==> src/rtl/conv1_k_fetch_if.sv <==
// ROM read ports and beat stream between conv1_k_fetch and its ROM/consumer.
// master = fetch sequencer side, slave = ROM + convolution datapath side.
interface conv1_k_fetch_if #(
    parameter int ADDR_W = 7,
    parameter int DATA_W = 16
);
    logic [ADDR_W-1:0]   address_a;
    logic [ADDR_W-1:0]   address_b;
    logic [DATA_W-1:0]   q_a;
    logic [DATA_W-1:0]   q_b;
    logic [2*DATA_W-1:0] out_data;
    logic                out_valid;
    logic                out_ready;

    // A beat transfers on a rising edge where out_valid && out_ready; once raised,
    // out_valid holds and out_data stays stable until that transfer happens.
    modport master (
        output address_a, address_b, out_data, out_valid,
        input  q_a, q_b, out_ready
    );

    modport slave (
        input  address_a, address_b, out_data, out_valid,
        output q_a, q_b, out_ready
    );
endinterface

==> src/rtl/conv1_k_fetch.sv <==
// Read sequencer for the conv1 kernel weight ROM: pairs of words packed into 32-bit beats.
// Optional running checksum of accepted beats: define CONV1_FETCH_CHECKSUM_EN.
module conv1_k_fetch #(
    parameter int ADDR_W = 7,
    parameter int DATA_W = 16,
    parameter int FIFO_D = 2
) (
    input  logic                 clock_i,
    input  logic                 reset_n_i,
    input  logic                 start_i,
    input  logic [ADDR_W-1:0]    base_addr_i,
    input  logic [ADDR_W-1:0]    pair_cnt_i,
    conv1_k_fetch_if.master      fetch_if,
    output logic                 busy_o,
    output logic                 done_o,
    output logic [DATA_W-1:0]    checksum_o,
    output logic [1:0]           state_o
);
    localparam int PW = (FIFO_D > 1) ? $clog2(FIFO_D) : 1;
    localparam int CW = $clog2(FIFO_D + 1);
    localparam logic [CW:0] DEPTH = (CW+1)'(FIFO_D);

    typedef enum logic [1:0] {S_IDLE, S_FETCH, S_DRAIN, S_DONE} state_e;

    state_e              state_q;
    logic [ADDR_W-1:0]   ptr_q;
    logic [ADDR_W-1:0]   rem_q;
    logic                inflight_q;
    logic [ADDR_W-1:0]   addr_a_q;
    logic [ADDR_W-1:0]   addr_b_q;
    logic                busy_q;
    logic                done_q;
    logic [2*DATA_W-1:0] mem_q [FIFO_D];
    logic [PW-1:0]       wr_q;
    logic [PW-1:0]       rd_q;
    logic [CW-1:0]       count_q;

    logic                push;
    logic                pop;
    logic                issue;
    logic                start_acc;
    logic [CW:0]         occ;
    logic [CW-1:0]       count_d;
    logic [2*DATA_W-1:0] head_data;

    assign push      = inflight_q;
    assign pop       = (count_q != '0) && fetch_if.out_ready;
    assign start_acc = (state_q == S_IDLE) && start_i;

    // A beat popped this cycle frees its slot in time for a read issued now,
    // which is what lets a 2-deep buffer sustain one beat per cycle.
    always_comb begin
        occ     = {1'b0, count_q} + {{CW{1'b0}}, inflight_q} - {{CW{1'b0}}, pop};
        issue   = (state_q == S_FETCH) && (occ < DEPTH);
        count_d = count_q + CW'(push) - CW'(pop);
    end

    // Addresses are presented in the issue cycle itself; otherwise the last pair is held.
    assign fetch_if.address_a = issue ? ptr_q : addr_a_q;
    assign fetch_if.address_b = issue ? (ptr_q + ADDR_W'(1)) : addr_b_q;

    assign head_data          = mem_q[rd_q];
    assign fetch_if.out_data  = head_data;
    assign fetch_if.out_valid = (count_q != '0);
    assign busy_o             = busy_q;
    assign done_o             = done_q;
    assign state_o            = state_q;

    always_ff @(posedge clock_i or negedge reset_n_i) begin
        if (!reset_n_i) begin
            state_q    <= S_IDLE;
            ptr_q      <= '0;
            rem_q      <= '0;
            inflight_q <= 1'b0;
            addr_a_q   <= '0;
            addr_b_q   <= '0;
            busy_q     <= 1'b0;
            done_q     <= 1'b0;
            wr_q       <= '0;
            rd_q       <= '0;
            count_q    <= '0;
            for (int i = 0; i < FIFO_D; i++) mem_q[i] <= '0;
        end else begin
            if (push) begin
                mem_q[wr_q] <= {fetch_if.q_b, fetch_if.q_a};
                wr_q        <= (wr_q == PW'(FIFO_D - 1)) ? '0 : wr_q + PW'(1);
            end
            if (pop) rd_q <= (rd_q == PW'(FIFO_D - 1)) ? '0 : rd_q + PW'(1);
            count_q    <= count_d;
            inflight_q <= issue;
            done_q     <= 1'b0;

            if (issue) begin
                addr_a_q <= ptr_q;
                addr_b_q <= ptr_q + ADDR_W'(1);
                ptr_q    <= ptr_q + ADDR_W'(2);
                rem_q    <= rem_q - ADDR_W'(1);
            end

            case (state_q)
                S_IDLE: begin
                    if (start_i) begin
                        ptr_q  <= base_addr_i;
                        rem_q  <= pair_cnt_i;
                        busy_q <= 1'b1;
                        // An empty run passes through DRAIN so done lands 2 cycles after start.
                        state_q <= (pair_cnt_i == '0) ? S_DRAIN : S_FETCH;
                    end
                end
                S_FETCH: begin
                    if (issue && (rem_q == ADDR_W'(1))) state_q <= S_DRAIN;
                end
                S_DRAIN: begin
                    if (!inflight_q && (count_d == '0)) begin
                        state_q <= S_DONE;
                        busy_q  <= 1'b0;
                        done_q  <= 1'b1;
                    end
                end
                S_DONE:  state_q <= S_IDLE;
                default: state_q <= S_IDLE;
            endcase
        end
    end

`ifdef CONV1_FETCH_CHECKSUM_EN
    logic [DATA_W-1:0] csum_q;

    always_ff @(posedge clock_i or negedge reset_n_i) begin
        if (!reset_n_i) begin
            csum_q <= '0;
        end else if (start_acc) begin
            csum_q <= '0;
        end else if (pop) begin
            csum_q <= csum_q + head_data[DATA_W-1:0] + head_data[2*DATA_W-1:DATA_W];
        end
    end

    assign checksum_o = csum_q;
`else
    assign checksum_o = '0;
`endif
endmodule
==> src/flat_wrapper.sv <==
// flat-port wrapper written by rule: the top's interface ports become plain ports
module conv1_k_fetch_flat 
#(
    parameter int ADDR_W = 7,
    parameter int DATA_W = 16,
    parameter int FIFO_D = 2
)
  (clock_i, reset_n_i, start_i, base_addr_i, pair_cnt_i, busy_o, done_o, checksum_o, state_o, fetch_if_address_a, fetch_if_address_b, fetch_if_out_data, fetch_if_out_valid, fetch_if_q_a, fetch_if_q_b, fetch_if_out_ready);
  conv1_k_fetch_if #(.ADDR_W(ADDR_W), .DATA_W(DATA_W)) fetch_if_i ();
  input  logic clock_i;
  input  logic reset_n_i;
  input  logic start_i;
  input  logic [ADDR_W-1:0] base_addr_i;
  input  logic [ADDR_W-1:0] pair_cnt_i;
  output logic busy_o;
  output logic done_o;
  output logic [DATA_W-1:0] checksum_o;
  output logic [1:0] state_o;
  output wire logic [$bits(fetch_if_i.address_a)-1:0] fetch_if_address_a;
  output wire logic [$bits(fetch_if_i.address_b)-1:0] fetch_if_address_b;
  output wire logic [$bits(fetch_if_i.out_data)-1:0] fetch_if_out_data;
  output wire logic [$bits(fetch_if_i.out_valid)-1:0] fetch_if_out_valid;
  input wire logic [$bits(fetch_if_i.q_a)-1:0] fetch_if_q_a;
  input wire logic [$bits(fetch_if_i.q_b)-1:0] fetch_if_q_b;
  input wire logic [$bits(fetch_if_i.out_ready)-1:0] fetch_if_out_ready;
  assign fetch_if_address_a = fetch_if_i.address_a;
  assign fetch_if_address_b = fetch_if_i.address_b;
  assign fetch_if_out_data = fetch_if_i.out_data;
  assign fetch_if_out_valid = fetch_if_i.out_valid;
  assign fetch_if_i.q_a = fetch_if_q_a;
  assign fetch_if_i.q_b = fetch_if_q_b;
  assign fetch_if_i.out_ready = fetch_if_out_ready;
  conv1_k_fetch #(.ADDR_W(ADDR_W), .DATA_W(DATA_W), .FIFO_D(FIFO_D)) u_core (.clock_i(clock_i), .reset_n_i(reset_n_i), .start_i(start_i), .base_addr_i(base_addr_i), .pair_cnt_i(pair_cnt_i), .fetch_if(fetch_if_i), .busy_o(busy_o), .done_o(done_o), .checksum_o(checksum_o), .state_o(state_o));
endmodule
==> config.mk <==
export PLATFORM = sky130hd
export DESIGN_NAME = conv1_k_fetch_flat
export DESIGN_NICKNAME = d
export VERILOG_FILES = /design/src/rtl/conv1_k_fetch_if.sv /design/src/rtl/conv1_k_fetch.sv /design/src/flat_wrapper.sv
export SDC_FILE = /design/constraint.sdc
export NUM_CORES = 1
export LEC_CHECK = 0
export ABC_AREA = 1
export BUFFER_PORTS_ARGS = -buffer_cell sky130_fd_sc_hd__clkbuf_2
export CAP_MARGIN = 25
export CORE_UTILIZATION = 49
export CTS_CLUSTER_DIAMETER = 80
export DETAILED_ROUTE_END_ITERATION = 16
export GPL_ROUTABILITY_DRIVEN = 0
export PLACE_DENSITY = 0.86
export SETUP_SLACK_MARGIN = 0.05
export SLEW_MARGIN = 20
export SYNTH_ARGS = -nofsm -noshare
export SYNTH_HDL_FRONTEND = slang
export SYNTH_SLANG_ARGS = --single-unit
==> constraint.sdc <==
create_clock -name clock_i -period 2.4 [get_ports clock_i]
set_input_delay 0.12 -clock clock_i [delete_from_list [all_inputs] [get_ports clock_i]]
set_output_delay 0.12 -clock clock_i [all_outputs]
set_load 0.1 [all_outputs]
# [Yosys cells after proc, flatten, opt, wreduce, memory -nomap -nowiden]
# Index checks and enable logic that the tools add are counted.
[word_totals] ff_bits=101 in_bits=50 output_inout_bits=67 word_cells=74
[classes] add_sub_neg=9 n_lt_le_gt_ge=4 n_eq_ne=7 mux=26 bitwise=2 n_reduce_logical=13
[ops] operator="$mux 32" count=4
[ops] operator="$bwmux 64" count=1
[ops] operator="$mux 7" count=8
[ops] operator="$demux 32 s1" count=1
[ops] operator="$mux 2" count=4
[ops] operator="$pmux 2 s4" count=1
[ops] operator="$add 7x1->7 const B" count=1
[ops] operator="$add 7x2->7 const B" count=1
[ops] operator="$eq 7x1->1 const B" count=1
[ops] operator="$logic_not 7->1" count=1
[ops] operator="$sub 7x1->7 const B" count=1
[ops] operator="$mux 1" count=6
[ops] operator="$reduce_and 3->1" count=2
[ops] operator="$logic_and 1x1->1" count=5
[ops] operator="$eq 2x2->1 const B" count=2
[ops] operator="$ge 2x2->1 const B" count=2
[ops] operator="$logic_not 2->1" count=2
[ops] operator="$ne 2x2->1 const B" count=2
[ops] operator="$not 1->2" count=2
[ops] operator="$reduce_bool 2->1" count=2
[ops] operator="$add 2x1->3" count=1
[ops] operator="$lt 3x2->1 const B" count=1
[ops] operator="$sub 3x1->3" count=1
[ops] operator="$add 1x1->1 const B" count=2
[ops] operator="7 further kinds" count=7

# [Logic depth before layout (Yosys ltp)]
# Gate-level depths: netlist (run 1).
[logic_depth] depth_word=8 ltp_mapped=17 ltp_nobuf=17

# [Least setup slack after synthesis (run 1)]
# OpenSTA, ideal clock, no wires.
[synth_timing] path_kind="reg-to-reg" from="register u_core.count_q[1]" to="register u_core.addr_b_q[3]" setup_time_ns=0.274 arrival_time_ns=4.030 required_ns=2.126 setup_slack_ns=-1.904 path_stages_with_launch=14 path_buffers=1 synth_period_minus_slack_ns=4.304 path_cell_list="dfrtp_1 or2_2 nand2_1 inv_1 ha_1 inv_1 ha_1 inv_1 fa_1 nand2_1 inv_2 nand3_4 buf_2 o21ai_1"
[synth_between] elab_chain_cells=6 elab_cells_between_ends=7 cone_classes="2 x add/sub; 1 x order compare; 1 x mux; 3 x reduce/logical"
[synth_lines] item="from (decl)" line="conv1_k_fetch.sv:36" text="logic [CW-1:0] count_q;"
[synth_lines] item="from (signal assigned)" line="conv1_k_fetch.sv:89" text="count_q <= count_d;"
[synth_lines] item="$reduce_bool 2->1"
[synth_lines] item="net fetch_if_out_valid" line="flat_wrapper.sv:22" text="output wire logic [$bits(fetch_if_i.out_valid)-1:0] fetch_if_out_valid;"
[synth_lines] item="$logic_and 1x1->1" line="conv1_k_fetch.sv:47" text="assign pop = (count_q != '0) && fetch_if.out_ready;"
[synth_lines] item="net u_core.pop" line="conv1_k_fetch.sv:39" text="logic pop;"
[synth_lines] item="$sub 3x1->3" line="conv1_k_fetch.sv:53" text="occ = {1'b0, count_q} + {{CW{1'b0}}, inflight_q} - {{CW{1'b0}}, pop};"
[synth_lines] item="$lt 3x2->1" line="conv1_k_fetch.sv:54" text="issue = (state_q == S_FETCH) && (occ < DEPTH);"
[synth_lines] item="$logic_and 1x1->1" line="conv1_k_fetch.sv:54"
[synth_lines] item="$mux 7"
[synth_lines] item="net fetch_if_address_b[3]" line="flat_wrapper.sv:20" text="output wire logic [$bits(fetch_if_i.address_b)-1:0] fetch_if_address_b;"
[synth_lines] item="to (signal assigned)" line="conv1_k_fetch.sv:95" text="addr_b_q <= ptr_q + ADDR_W'(1);"
[synth_lines] item="to (decl)" line="conv1_k_fetch.sv:30" text="logic [ADDR_W-1:0] addr_b_q;"
# The timed path passes the listed nets, and every way through them passes these cells.
# A chain may end at the register's enable or synchronous reset.

# [Worst setup path in the final report (run 1)]
[layout_timing] from="register u_core.count_q[0]" to="output port fetch_if_address_b[6]"
[layout_between] elab_chain_cells=6 elab_cells_between_ends=7 cone_classes="2 x add/sub; 1 x order compare; 1 x mux; 3 x reduce/logical"
[layout_lines] item="$reduce_bool 2->1" line="conv1_k_fetch.sv:47"
[layout_lines] item="$logic_and 1x1->1" line="conv1_k_fetch.sv:47"
[layout_lines] item="net u_core.pop" line="conv1_k_fetch.sv:39"
[layout_lines] item="$sub 3x1->3" line="conv1_k_fetch.sv:53"
[layout_lines] item="$lt 3x2->1" line="conv1_k_fetch.sv:54"
[layout_lines] item="$logic_and 1x1->1" line="conv1_k_fetch.sv:54"
[layout_lines] item="$mux 7" line="conv1_k_fetch.sv:60" text="assign fetch_if.address_b = issue ? (ptr_q + ADDR_W'(1)) : addr_b_q;"
[layout_lines] item="to (decl)" line="flat_wrapper.sv:20"
# The timed path passes the listed nets, and every way through them passes these cells.

==> impl_results.md, run 1 <==
* Status: finished, violations left
* Violated checks: setup timing
* Fraction of met2 tracks used by global routing at 0.471
* Tightest Hold Check Type: in2reg
* Met1 routing resource usage after global routing at 0.298
* Pins Over Slew Limit at 0
* Synth Warn # at 0
* Full die area at 0.0107 mm^2
* Maximum clock rate at 324 MHz
* Antenna Nets Post-Route at 0
* Portion of the clock cycle consumed by the worst path in the final layout at 1.29
* Worst setup skew after layout at about 0.018 ns
* Number of setup violations in the final report at 45
* Fraction of the yosys area taken by sequential cells at 0.501
* Post-route core utilization at 0.736
* First-pass iteration count of the detailed router at 5
* R2r setup slk at -0.64 ns
* Number of different library cells in the post-synthesis netlist at 33
* Critical path capture point type: output port
* Highest cell delay on the worst timing path at 0.50 ns
* Maximum number of pins on one net before global-route repair at 65
* Clock buffers created by TritonCTS at 9
* Maximum fanout encountered on the critical timing path at 8
* Total clock sinks at 101
* Count of vias placed by the detailed router at roughly 4600
* Die X at 103 um
* Sink of the worst hold path: u_core.mem_q[55]
* Post-route worst setup slack at -0.687 ns
* Violation count after the first detailed-routing iteration at approximately 220
* Antenna cells at 0
* Reported max-cap violation count at 0
* Global Route Usage Sum at 0.255
* CTS tree: done
* Cell area after synthesis at approximately 0.005 mm^2
* Number of rows created at floorplan at 36
* Detailed Place HPWL at approximately 8500 um
* Net count of the finished layout at about 800
* Cell type with the highest occurrence count on the critical path: sky130_fd_sc_hd__inv_2
* First-pass GRT wire length at 20800 um
* Kind of cell adding the most delay to the critical path: adder cells
* Mean cell area of the mapped netlist at 8.23 um^2
* Post-route DRC violation count at 0
* Vias in the first global route at 4422
* End of the worst register-to-register path: u_core.rem_q[4]
* Core region area at 0.00986 mm^2
* Global routing's busiest layer: met2
* Hold depth at 3
* Final hold violations at 0
* Post-DR vias/cell at 5.11
* I/O pins at approximately 120
* Number of H-tree levels at 3
* Number of buffers on the longest clock path at 2
* Fill cell count at around 650
* Routed wirelength normalized by instance count at 14.6 um
* Clock Tree Root: sky130_fd_sc_hd__clkbuf_8
* Effective utilization at floorplan at 0.511
* Reg2reg path depth at 21
* Number of port buffers at 100
* Area growth from synthesis to layout at 43.9%
* Data required time of the worst path at roughly 2.3 ns
* Layout Cells excl Fill at 895
* DIE HEIGHT at 103 um
* Insertion delay to the later sink of the worst-skew pair at 0.36 ns
* Clock transition at the register clock pins on the worst setup and hold paths after CTS at 0.10 ns
* Type of origin of the critical path: register
* Global route total overflow at 0
* Final critical delay including setup and external delays at 3.09 ns
* Relative slew slack at 0.553
* Detailed-route wire length at 13100 um
* Cells along the critical path: or2_4 -> nand2_2 -> inv_2 -> ha_4 -> inv_2 -> ha_4 -> inv_2 -> fa_1 -> nand2_1 -> inv_2 -> nand2_4 -> nor2_8 -> nand2_4 -> o211ai_4 -> buf_12
* Startpoint of the worst-slack reg-to-reg timing path: u_core.count_q[0]
* Critical Path Slowest Stage Cell: sky130_fd_sc_hd__fa_1
* Antenna violations before repair at 0
* Flop and latch count out of synthesis at a little over 100
* Type of the worst setup path: reg2out
* Slew at the pin with the worst max-slew slack at 0.669 ns
* HP Start: fetch_if_q_b[7]
* Sum of buffers and inverters on the critical path at 5
* CP arrival at between 2 and 3 ns
* RSZ-0062 raised after global routing: true
* Met3 usage at 0.0504
* Cells after synthesis at 613
* Placed Cells incl. Taps at 841
* Fraction of layout instances using a drive strength above 1 at 0.324
-- through the flow --
stage | setup TNS (ns) | hold WS, ns | area (um^2) | setup WS [ns]
final | -17.27 | 0.0112 | 7260 | -0.687
after global routing | -21.47 | 0.00142 | 7260 | -0.782
after CTS | -13.32 | 0.000554 | 7130 | -0.661
after detailed placement | -9.84 | 0.195 | 6550 | -0.368
after global placement | -7.74 | 0.187 | 6550 | -0.317
after floorplan | -24.06 | -0.176 | 5300 | -0.877
-- synth_stat cells (all sizes together) --
cell	count	share of area
clkinv	1	0.00074
o211ai	1	0.0025
xnor2	1	0.0017
o31ai	1	0.0015
a21oi	5	0.0050
o21ai	84	0.10
clkbuf	14	0.010
o21a	2	0.0030
buf	28	0.047
inv	73	0.054
dfrtp	101	0.50
conb	1	0.00074
or2	9	0.011
ha	9	0.022
a31oi	2	0.0025
nor3	7	0.0089
nand2	233	0.18
fa	1	0.0040
nand3	14	0.016
xor2	4	0.0069
nand4	2	0.0025
nor2	20	0.019
-- worst min-delay path, cell delays in order --
cell	delay, ns
sky130_fd_sc_hd__clkbuf_2	0.08
sky130_fd_sc_hd__inv_1	0.06
sky130_fd_sc_hd__o21ai_1	0.07
-- layer usage --
| layer | wire length (um) | up-vias |
|---|---|---|
| met4 | 279 | 0 |
| met2 | 7200 | 204 |
| met3 | 684 | 22 |
| met5 | 0 | - |
| met1 | 4890 | 2203 |
| li1 | - | 2145 |
-- cell type report --
type | instances | area (um^2) | share of cell area
clock buffers | 10 | 138 | 0.0190
clock inverters | 6 | 81.3 | 0.0112
inverters | 74 | 280 | 0.0386
multi-input cells | 411 | 2300 | 0.318
flip-flops and latches | 101 | 2530 | 0.348
well taps | 133 | 166 | 0.0229
repair buffers | 160 | 1760 | 0.243
-- worst max path at each step --
stage | start | to | cells after the start
after floorplan | u_core.count_q[1] | u_core.addr_b_q[6] | 15
after global placement | u_core.count_q[0] | fetch_if_address_b[6] | 15
after detailed placement | u_core.count_q[0] | fetch_if_address_b[6] | 15
after CTS | u_core.count_q[0] | fetch_if_address_b[6] | 15
after global routing | u_core.count_q[0] | fetch_if_address_b[6] | 15
final | u_core.count_q[0] | fetch_if_address_b[6] | 15
-- cells in the final DEF (no fill, tap or decap), drive strengths merged, types with 2 or more instances in the layout --
cell and count:
a21oi 5, a31oi 2, buf 87, clkbuf 63, clkinv 5, conb 16
dfrtp 101, dlygate4sd3 20, ha 9, inv 74, nand2 233, nand3 14
nand4 2, nor2 20, nor3 7, o21a 2, o21ai 84, or2 9
xor2 4
-- state kept, by name, indices dropped and copies added (netlist names) --
signal             count
u_core.mem_q          64
u_core.addr_a_q        7
u_core.addr_b_q        7
u_core.ptr_q           7
u_core.rem_q           7
u_core.count_q         2
u_core.state_o         2
u_core.busy_o          1
u_core.done_o          1
u_core.inflight_q      1
u_core.rd_q            1
u_core.wr_q            1
-- logic make-up after synthesis --
group | Yosys count | synth area share
simple gates | 285 | 0.233
fa+ha+maj | 10 | 0.0263
other cells | 1 | 0.000744
compound gates | 95 | 0.117
flops | 101 | 0.501
buf+inv | 116 | 0.112
xor+xnor | 5 | 0.00868
-- repair_timing --
item	4_1_cts	5_1_grt
setup endpoints to repair	45	46
pin swaps	9	12
hold buffers	18	2
gates resized for setup	26	18
hold endpoints to repair	68	2
setup buffers	11	9
Power of run 1 is not shown: default switching activity piles up to over one toggle a cycle in this logic, so the estimate is an artifact.
==> inputs of run 2 (changes only) <==
HOLD_SLACK_MARGIN = 0.06   (was default)
TNS_END_PERCENT = 1   (was default)
==> run 2 against run 1 <==
Compared with the run above:
- critical path depth did not move
- worst hold slack improved by 0.098 ns
- highest routed layer unchanged
- the run still ends with setup timing left
- largest cell class unchanged
- register-to-register slack improved by 0.23 ns
==> impl_results.md, run 2 (synthesis gave the netlist of run 1 again) <==
* Status: finished, violations left
* Violated checks: setup timing
* Portion of the clock cycle consumed by the worst path in the final layout at 1.31 (+0.0283)
* Post-route worst setup slack at -0.755 ns (-0.0679 ns)
* Slew at the pin with the worst max-slew slack at 0.728 ns (+0.0587 ns)
* Antenna Nets Post-Route at 0 (unchanged)
* Post-DR vias/cell at 4.96 (-3.0%)
* Area growth from synthesis to layout at 44.9%
* Maximum number of pins on one net before global-route repair at 65 (unchanged)
* Number of flip-flops under the largest register name at 64 (unchanged)
* Maximum fanout encountered on the critical timing path at 8 (unchanged)
* Reported max-cap violation count at 0 (unchanged)
* Detailed Place HPWL at 8340 um (-1.7%)
* CTS tree: done
* Type of the worst setup path: reg2out
* Total clock sinks at 101 (unchanged)
* Data required time of the worst path at 2.28 ns (about the same)
* First-pass GRT wire length at 20400 um (-2.2%)
* Final critical delay including setup and external delays at 3.15 ns (+0.0679 ns)
* Final hold violations at 0 (unchanged)
* Fraction of layout instances using a drive strength above 1 at 0.291 (-0.0327)
* Count of vias placed by the detailed router at 4521 (-1.2%)
* Detailed-route wire length at 13000 um (-0.15%)
* Pins Over Slew Limit at 0 (unchanged)
* Number of rows created at floorplan at 36 (unchanged)
* I/O pins at 117 (unchanged)
* Type of origin of the critical path: register
* Full die area at 0.0107 mm^2 (unchanged)
* Fill cell count at 660 (+2.0%)
* DIE HEIGHT at 103 um (unchanged)
* Post-route DRC violation count at 0 (unchanged)
* RSZ-0062 raised after global routing: true
* Violation count after the first detailed-routing iteration at 166 (-23%)
* Antenna violations before repair at 0 (unchanged)
* Most common cell after layout, fill and taps aside: sky130_fd_sc_hd__nand2_1
* Antenna cells at 0 (unchanged)
* Worst setup skew after layout at 0.00754 ns (-0.0102 ns)
* Clock buffers created by TritonCTS at 9 (unchanged)
* Number of buffers on the longest clock path at 2 (unchanged)
* Vias in the first global route at 4475 (+1.2%)
* First-pass iteration count of the detailed router at 5 (unchanged)
* Combined flip-flop and latch cell area at 0.00253 mm^2 (unchanged)
* Routed wirelength normalized by instance count at 14.3 um (-2.0%)
* Number of setup violations in the final report at 45 (unchanged)
* Net count of the finished layout at 834 (+2.1%)
* Global Route Usage Sum at 0.250 (-0.00522)
* Number of port buffers at 100 (unchanged)
* Critical path capture point type: output port
* Core region area at 0.00986 mm^2 (unchanged)
* Global route total overflow at 0 (unchanged)
* Placed Cells incl. Taps at 843 (+0.24%)
* Die X at 103 um (unchanged)
* Layout Cells excl Fill at 912 (+1.9%)
* Effective utilization at floorplan at 0.511 (unchanged)
* Most frequent cells in the layout: sky130_fd_sc_hd__nand2_1 (213), sky130_fd_sc_hd__dfrtp_1 (101), sky130_fd_sc_hd__inv_1 (65), sky130_fd_sc_hd__clkbuf_2 (53)
* Number of H-tree levels at 3 (unchanged)
* Relative slew slack at 0.515 (-0.0380)
* Tightest Hold Check Type: in2reg
* Register ranked first by flip-flop count: u_core.mem_q
* Clock transition at the register clock pins on the worst setup and hold paths after CTS at 0.10 ns (about the same)
* Maximum clock rate at 317 MHz (-2.2%)
* Clock Tree Root: sky130_fd_sc_hd__clkbuf_8
* CP arrival at 3.03 ns (+0.06 ns)
* Area taken by multi-input logic gates at 0.00222 mm^2 (-3.7%)
* Insertion delay to the later sink of the worst-skew pair at 0.36 ns (about the same)
[run 2: cell types whose count changed in the layout (fill, tap and decap cells not counted), moves of 3 or more]
cell                            previous run  this run
sky130_fd_sc_hd__buf_6                    11         1
sky130_fd_sc_hd__clkinvlp_4                0         3
sky130_fd_sc_hd__dlygate4sd3_1            20        47
sky130_fd_sc_hd__nand2_1                 208       213
sky130_fd_sc_hd__nand2_8                   4         0
sky130_fd_sc_hd__nor2_1                   14        18
[run 2: critical path: stages (launching register included)]
cell                       delay, ns
sky130_fd_sc_hd__dfrtp_1        0.39
sky130_fd_sc_hd__or2_4          0.27
sky130_fd_sc_hd__nand2_4        0.06
sky130_fd_sc_hd__inv_2          0.04
sky130_fd_sc_hd__ha_4           0.22
sky130_fd_sc_hd__inv_4          0.06
sky130_fd_sc_hd__ha_4           0.13
sky130_fd_sc_hd__inv_2          0.03
sky130_fd_sc_hd__fa_1           0.53
sky130_fd_sc_hd__nand2_1        0.07
sky130_fd_sc_hd__inv_2          0.09
sky130_fd_sc_hd__nand2_4        0.07
sky130_fd_sc_hd__nor2_8         0.19
sky130_fd_sc_hd__nand2_4        0.08
sky130_fd_sc_hd__o211ai_4       0.23
sky130_fd_sc_hd__buf_12         0.21
[run 2: through the flow]
| stage | hold WS [ns] | utilization | TNS [ns] | setup slack (ns) | cell area [um^2] |
|---|---|---|---|---|---|
| after floorplan | -0.176 | - | -24.42 | -0.877 | 5200 |
| after global placement | 0.189 | 0.656 | -7.28 | -0.324 | 6470 |
| after detailed placement | 0.202 | 0.656 | -11.19 | -0.399 | 6470 |
| after CTS | 0.0721 | 0.729 | -17.91 | -0.764 | 7190 |
| after global routing | 0.107 | 0.740 | -20.39 | -0.877 | 7300 |
| final | 0.109 | 0.740 | -15.15 | -0.755 | 7300 |
[run 2: path summary, 6_finish.rpt]
check | endpoint | startpoint | slack [ns] | depth (start not counted)
min in group asynchronous | u_core.mem_q[34] | reset_n_i | 0.34 | 2
max in group asynchronous | u_core.rem_q[0] | reset_n_i | 1.28 | 3
min | u_core.rd_q | fetch_if_out_ready | 0.11 | 4
max reg2reg | u_core.ptr_q[3] | u_core.count_q[1] | -0.41 | 18
max | fetch_if_address_b[6] | u_core.count_q[1] | -0.75 | 15
min reg2reg | u_core.mem_q[46] | u_core.mem_q[46] | 0.49 | 2
[run 2: area by class of cell]
type | count | area share
Sequential cell | 101 | 0.346
Multi-Input combinational cell | 411 | 0.304
Timing Repair Buffer | 177 | 0.261
Inverter | 74 | 0.0384
Tap cell | 133 | 0.0228
Clock buffer | 9 | 0.0170
Clock inverter | 7 | 0.0111
[run 2: routing by layer]
metal,vias up,routed length [um],track usage,part of all wire
met5,-,0,0,0
met4,0,168,0.0628,0.013
met3,23,665,0.0444,0.051
met2,174,7180,0.473,0.55
met1,2146,5020,0.291,0.39
li1,2178,-,-,-
[run 2: timing repair]
| action | CTS | global route |
|---|---|---|
| hold buffers | 47 | 0 |
| pin swaps | 5 | 13 |
| setup endpoints to repair | 45 | 45 |
| hold endpoints to repair | 120 | 0 |
| setup buffers | 2 | 4 |
| resized for setup | 8 | 24 |
Power of run 2 is left out for the same reason.
